`src/rtl/register_file_if.sv`:
```
// Register file access bus: one write port plus READ_PORTS packed read ports.
interface register_file_if #(
  parameter int unsigned WIDTH      = 32,
  parameter int unsigned DEPTH      = 32,
  parameter int unsigned READ_PORTS = 2
);
  localparam int unsigned ADDR_W = $clog2(DEPTH);

  logic                         wr_en;
  logic [ADDR_W-1:0]            wr_addr;
  logic [WIDTH-1:0]             wr_data;
  logic [READ_PORTS*ADDR_W-1:0] rd_addr;
  logic [READ_PORTS*WIDTH-1:0]  rd_data;

  modport master (
    output wr_en, wr_addr, wr_data, rd_addr,
    input  rd_data
  );

  modport slave (
    input  wr_en, wr_addr, wr_data, rd_addr,
    output rd_data
  );
endinterface

```
`src/rtl/register_file.sv`:
```
// DEPTH x WIDTH register file: one synchronous write port, READ_PORTS
// combinational read ports, optional hard-wired zero entry and write bypass.
module register_file #(
  parameter int unsigned WIDTH      = 32,
  parameter int unsigned DEPTH      = 32,
  parameter int unsigned READ_PORTS = 2,
  parameter int unsigned ZERO_REG   = 1,
  parameter int unsigned BYPASS     = 1
) (
  input  logic           clk,
  input  logic           reset,
  register_file_if.slave bus
);
  localparam int unsigned ADDR_W = $clog2(DEPTH);

  logic [WIDTH-1:0]                  mem_q [DEPTH];
  logic                              wr_ok;
  logic [READ_PORTS-1:0][WIDTH-1:0]  rd_val;

  // A write is effective only in range and not aimed at the hard-wired zero entry.
  assign wr_ok = bus.wr_en
              && (32'(bus.wr_addr) < DEPTH)
              && !((ZERO_REG != 0) && (bus.wr_addr == '0));

  // Storage array: cleared asynchronously, written on the rising clock edge.
  always_ff @(posedge clk or posedge reset) begin
    if (reset) begin
      mem_q <= '{default: '0};
    end else if (wr_ok) begin
      mem_q[bus.wr_addr] <= bus.wr_data;
    end
  end

  for (genvar p = 0; p < READ_PORTS; p++) begin : g_rd
    logic [ADDR_W-1:0] addr;
    logic [ADDR_W-1:0] addr_safe;
    logic              in_range;
    logic              is_zero;
    logic              hit;

    assign addr      = bus.rd_addr[p*ADDR_W +: ADDR_W];
    assign in_range  = (32'(addr) < DEPTH);
    // Out-of-range reads never index the array, so no X can leak out.
    assign addr_safe = in_range ? addr : '0;
    assign is_zero   = (ZERO_REG != 0) && (addr == '0);
    assign hit       = (BYPASS != 0) && wr_ok && (bus.wr_addr == addr);

    // Read priority: reset, then out-of-range/zero entry, then bypass, then storage.
    assign rd_val[p] = reset                 ? '0 :
                       (!in_range || is_zero) ? '0 :
                       hit                   ? bus.wr_data :
                                               mem_q[addr_safe];
  end

  assign bus.rd_data = rd_val;
endmodule

```
`src/flat_wrapper.sv`:
```
// flat-port wrapper written by rule: the top's interface ports become plain ports
module register_file_flat 
#(
  parameter int unsigned WIDTH      = 32,
  parameter int unsigned DEPTH      = 32,
  parameter int unsigned READ_PORTS = 2,
  parameter int unsigned ZERO_REG   = 1,
  parameter int unsigned BYPASS     = 1
)
  (clk, reset, bus_wr_en, bus_wr_addr, bus_wr_data, bus_rd_addr, bus_rd_data);
  register_file_if #(.WIDTH(WIDTH), .DEPTH(DEPTH), .READ_PORTS(READ_PORTS)) bus_i ();
  input  logic clk;
  input  logic reset;
  input wire logic [$bits(bus_i.wr_en)-1:0] bus_wr_en;
  input wire logic [$bits(bus_i.wr_addr)-1:0] bus_wr_addr;
  input wire logic [$bits(bus_i.wr_data)-1:0] bus_wr_data;
  input wire logic [$bits(bus_i.rd_addr)-1:0] bus_rd_addr;
  output wire logic [$bits(bus_i.rd_data)-1:0] bus_rd_data;
  assign bus_i.wr_en = bus_wr_en;
  assign bus_i.wr_addr = bus_wr_addr;
  assign bus_i.wr_data = bus_wr_data;
  assign bus_i.rd_addr = bus_rd_addr;
  assign bus_rd_data = bus_i.rd_data;
  register_file #(.WIDTH(WIDTH), .DEPTH(DEPTH), .READ_PORTS(READ_PORTS), .ZERO_REG(ZERO_REG), .BYPASS(BYPASS)) u_core (.clk(clk), .reset(reset), .bus(bus_i));
endmodule
```
`config.mk`:
```
export PLATFORM = sky130hd
export DESIGN_NAME = register_file_flat
export DESIGN_NICKNAME = d
export VERILOG_FILES = /design/src/rtl/register_file_if.sv /design/src/rtl/register_file.sv /design/src/flat_wrapper.sv
export SDC_FILE = /design/constraint.sdc
export NUM_CORES = 2
export LEC_CHECK = 0
export ABC_AREA = 1
export CAP_MARGIN = 30
export CORE_ASPECT_RATIO = 1.25
export CORE_UTILIZATION = 50
export CTS_CLUSTER_SIZE = 20
export DETAILED_ROUTE_END_ITERATION = 8
export PLACE_DENSITY_LB_ADDON = 0.2
export SLEW_MARGIN = 0
export SYNTH_ARGS = -nofsm -noshare
export SYNTH_HDL_FRONTEND = slang
export SYNTH_SLANG_ARGS = --single-unit
```
`constraint.sdc`:
```
create_clock -name clk -period 37.4 [get_ports clk]
set_input_delay 5.61 -clock clk [delete_from_list [all_inputs] [get_ports clk]]
set_output_delay 5.61 -clock clk [all_outputs]
set_load 0.01 [all_outputs]
```
==> flow_metrics.tcl <==
set metrics [dict create \
    drc 0 \
    static-leakage-power_nw 31.5 \
    registers.top_by_ff_count "u_core.mem_q" \
    min_path_type "flop to flop" \
    critPathRequiredTime_ns 31.79 \
    tritoncts_num_sinks 1024 \
    num-nets-final 8450 \
    fp.dieArea_mm2 0.122 \
    cts_made_buffers 114 \
    netlist_area_mm2 0.0601 \
    finalSetupViolations 0 \
    iteration_0_drc_count_of_the_detailed_router 9614 \
    grt_start_max_net_pins 214 \
    min_period_over_period_pct 43.7 \
    ys_seq_area_share_pct 42.6 \
    min_from "u_core.mem_q[1004]" \
    yosys.cell_types.count 34 \
    maxcap_viol_count 0 \
    syn2layout_area_growth_pct 8.20 \
    first_pass_iters 7 \
    fin_skew_ns 0 \
    dp.final_hpwl_mm 131 \
    max-clock-path-buffers 3 \
    crit_start "bus_rd_addr[5]" \
    drtAntennaViolNets 0 \
    fin_tns_setup_ns 0 \
    synth.avg_cell_area_um2 6.83 \
    htree_levels 3 \
    die-height_um 390 \
    category_of_the_critical_setup_timing_path "input pin to output port" \
    clk_root_buffer_cell "sky130_fd_sc_hd__clkbuf_16" \
    floorplan.initialDensity_pct 50.7 \
    footprint_of_the_multi_input_gates_mm2 0.0284 \
    reg2reg_from "u_core.mem_q[52]" \
    drv_slew 0 \
    power.ir.vdd_worst_mv 0.0462 \
    drt-vias-per-instance 6.07 \
    slew-limit-headroom_pct 25.9 \
    num_rows 141 \
    port_buffers 113 \
    die_w_um 312 \
    syn_inst 8810 \
    ys_ff_latch 1024 \
    postRouteWirelength_mm 239 \
    holdPathEnd "u_core.mem_q[1004]" \
    grt_pass1_vias 56700 \
    number_of_buffers_inserted_to_repair_setup_after_cts 0 \
    layout.cells.most_common "sky130_fd_sc_hd__nand2_1" \
    coreArea_mm2 0.119 \
    drive_gt1_share_pct 5.96 \
    timing.rr.end "u_core.mem_q[52]" \
    power.total_mw 3.32 \
    biggestRegsByFlops "u_core.mem_q (1024)" \
    hold-path-cell-count 0 \
    path_clk_slew_ns 0.06 \
    power.density_cell_area_mw_per_mm2 51.0 \
    dr_total_vias 61200 \
    r2r_cells 2 \
    final_period_minus_worst_setup_slack_ns 16.35 \
    clkLatencyLatePin_ns 0.75 \
    avgRoutedWirePerCell_um 23.7 \
    reg2reg_setup_slack_ns 36.62 \
    tightest_slew_ns 1.11 \
    largest_register_ffs 1024 \
    filler_cell_count 11400 \
    worst-path-max-fanout 195 \
    fmax_mhz 61.2 \
    place_congestion 0.894 \
    run_status "finished, final reports clean" \
    crit_arrival_ns 10.74 \
    io_pins 114 \
    grt_remaining_overflow 0 \
    postSynthNetCount 8860 \
    report.final.hold_viol_count 0 \
    seq_area_mm2 0.0256 \
    cts-hold-fix-buffers 0 \
    number_of_antenna_violations_at_the_first_check_in_global_routing 18 \
    end_kind "output port" \
    grt_first_pass_wirelength_mm 359 \
    worstSetupStartpointType "input pin" \
    worst_hold_slack_ns 0.396 \
    setup_repair_after_global_routing_missed_its_margin "no" \
    tritoncts "yes" \
    yosysWarningCount 0 \
    cts.repair.resized 0 \
    layout_common_cells "sky130_fd_sc_hd__nand2_1 (3097), sky130_fd_sc_hd__nand3_1 (1141), sky130_fd_sc_hd__dfrtp_1 (1024)" \
    track_usage_pct 38.9 \
]
-- power breakdown --
part,leakage [nW],switching (mW),internal (mW)
logic,16.5,0.454,0.243
clock network,1.90,0.487,0.673
registers,13.1,0.142,1.32
-- synthesized netlist by cell type --
master / n / area [um^2]
sky130_fd_sc_hd__nand2_1: 3101 / 11600
sky130_fd_sc_hd__nand3_1: 1141 / 5710
sky130_fd_sc_hd__dfrtp_1: 1024 / 25600
sky130_fd_sc_hd__o21ai_0: 1012 / 5060
sky130_fd_sc_hd__inv_1: 717 / 2690
sky130_fd_sc_hd__clkbuf_1: 358 / 1340
sky130_fd_sc_hd__a21oi_1: 336 / 1680
sky130_fd_sc_hd__buf_2: 295 / 1480
sky130_fd_sc_hd__nor2_1: 180 / 676
sky130_fd_sc_hd__o21ai_1: 150 / 751
sky130_fd_sc_hd__o211ai_1: 134 / 1010
sky130_fd_sc_hd__or2_2: 111 / 694
sky130_fd_sc_hd__buf_1: 57 / 214
sky130_fd_sc_hd__o21bai_1: 47 / 353
sky130_fd_sc_hd__buf_4: 41 / 308
sky130_fd_sc_hd__nand2_2: 18 / 113
sky130_fd_sc_hd__nand3_2: 11 / 110
sky130_fd_sc_hd__nor3_4: 9 / 146
sky130_fd_sc_hd__nand2_4: 8 / 90.1
sky130_fd_sc_hd__nand3b_1: 8 / 60.1
sky130_fd_sc_hd__nand4_1: 8 / 50.1
sky130_fd_sc_hd__buf_6: 7 / 78.8
sky130_fd_sc_hd__inv_2: 6 / 22.5
sky130_fd_sc_hd__nor3_1: 6 / 30.0
sky130_fd_sc_hd__inv_4: 5 / 31.3
sky130_fd_sc_hd__xnor2_1: 5 / 43.8
sky130_fd_sc_hd__nor2_4: 4 / 45.0
sky130_fd_sc_hd__xor2_1: 4 / 35.0
sky130_fd_sc_hd__clkinv_1: 2 / 7.51
sky130_fd_sc_hd__a21oi_2: 1 / 8.76
sky130_fd_sc_hd__clkbuf_2: 1 / 5.00
sky130_fd_sc_hd__nor2_2: 1 / 6.26
sky130_fd_sc_hd__nor3_2: 1 / 10.0
sky130_fd_sc_hd__nor4_4: 1 / 21.3
-- layer usage --
metal | global-route usage [%] | vias to the layer above | part of all wire (%)
met4 | 23.1 | 8 | 6.3
met2 | 58.4 | 4108 | 43
met1 | 51.6 | 28900 | 38
li1 | - | 27400 | -
met5 | 0 | - | 0.022
met3 | 8.31 | 826 | 13
-- per-stage QoR --
step           util, %  setup slack, ns  cells  instance area (um^2)
6_report          54.8            21.05  10100                 65100
3_5_place_dp      51.6            21.31   9855                 61200
5_1_grt           54.8            20.91  10100                 65100
4_1_cts           54.8            21.23  10100                 65000
3_3_place_gp      51.2            21.25   9838                 60800
2_1_floorplan        -             8.79   8810                 60200
-- cells by family (layout without fill, tap and decap cells) --
| family | Yosys count | count (layout) | share of synthesized area (%) |
|---|---|---|---|
| compound gates | 1680 | 1680 | 14.7 |
| xor+xnor | 9 | 9 | 0.131 |
| buf+inv | 1489 | 1172 | 10.3 |
| flops | 1024 | 1024 | 42.6 |
| other cells | 0 | 8 | 0 |
| simple gates | 4608 | 4608 | 32.3 |
-- critical path: stages --
cell	delay (ns)
sky130_fd_sc_hd__buf_8	0.23
sky130_fd_sc_hd__buf_4	0.60
sky130_fd_sc_hd__buf_12	0.64
sky130_fd_sc_hd__buf_4	0.88
sky130_fd_sc_hd__buf_4	0.81
sky130_fd_sc_hd__nand2_1	0.11
sky130_fd_sc_hd__nand3_1	0.12
sky130_fd_sc_hd__nand2_1	0.06
sky130_fd_sc_hd__nor2_1	0.13
sky130_fd_sc_hd__nand2_1	0.06
sky130_fd_sc_hd__nand3_1	0.07
sky130_fd_sc_hd__nand2_1	0.07
sky130_fd_sc_hd__a21oi_1	0.45
sky130_fd_sc_hd__clkdlybuf4s50_1	0.65
-- worst max path at each step --
stage	to	slack (ns)
after CTS	bus_rd_data[57]	21.23
after global placement	bus_rd_data[57]	21.25
after detailed placement	bus_rd_data[57]	21.31
final	bus_rd_data[57]	21.05
after floorplan	bus_rd_data[11]	8.79
after global routing	bus_rd_data[57]	20.91
-- area by class of cell --
class | instances | share of cell area, %
clock buffer | 175 | 5.32
antenna | 8 | 0.0308
timing repair buffer | 233 | 3.73
multi-input combinational | 6297 | 43.7
inverter | 730 | 4.30
tap | 1573 | 3.02
sequential | 1024 | 39.4
clock inverter | 34 | 0.519
No activity file was read; power rests on OpenSTA's default activity.
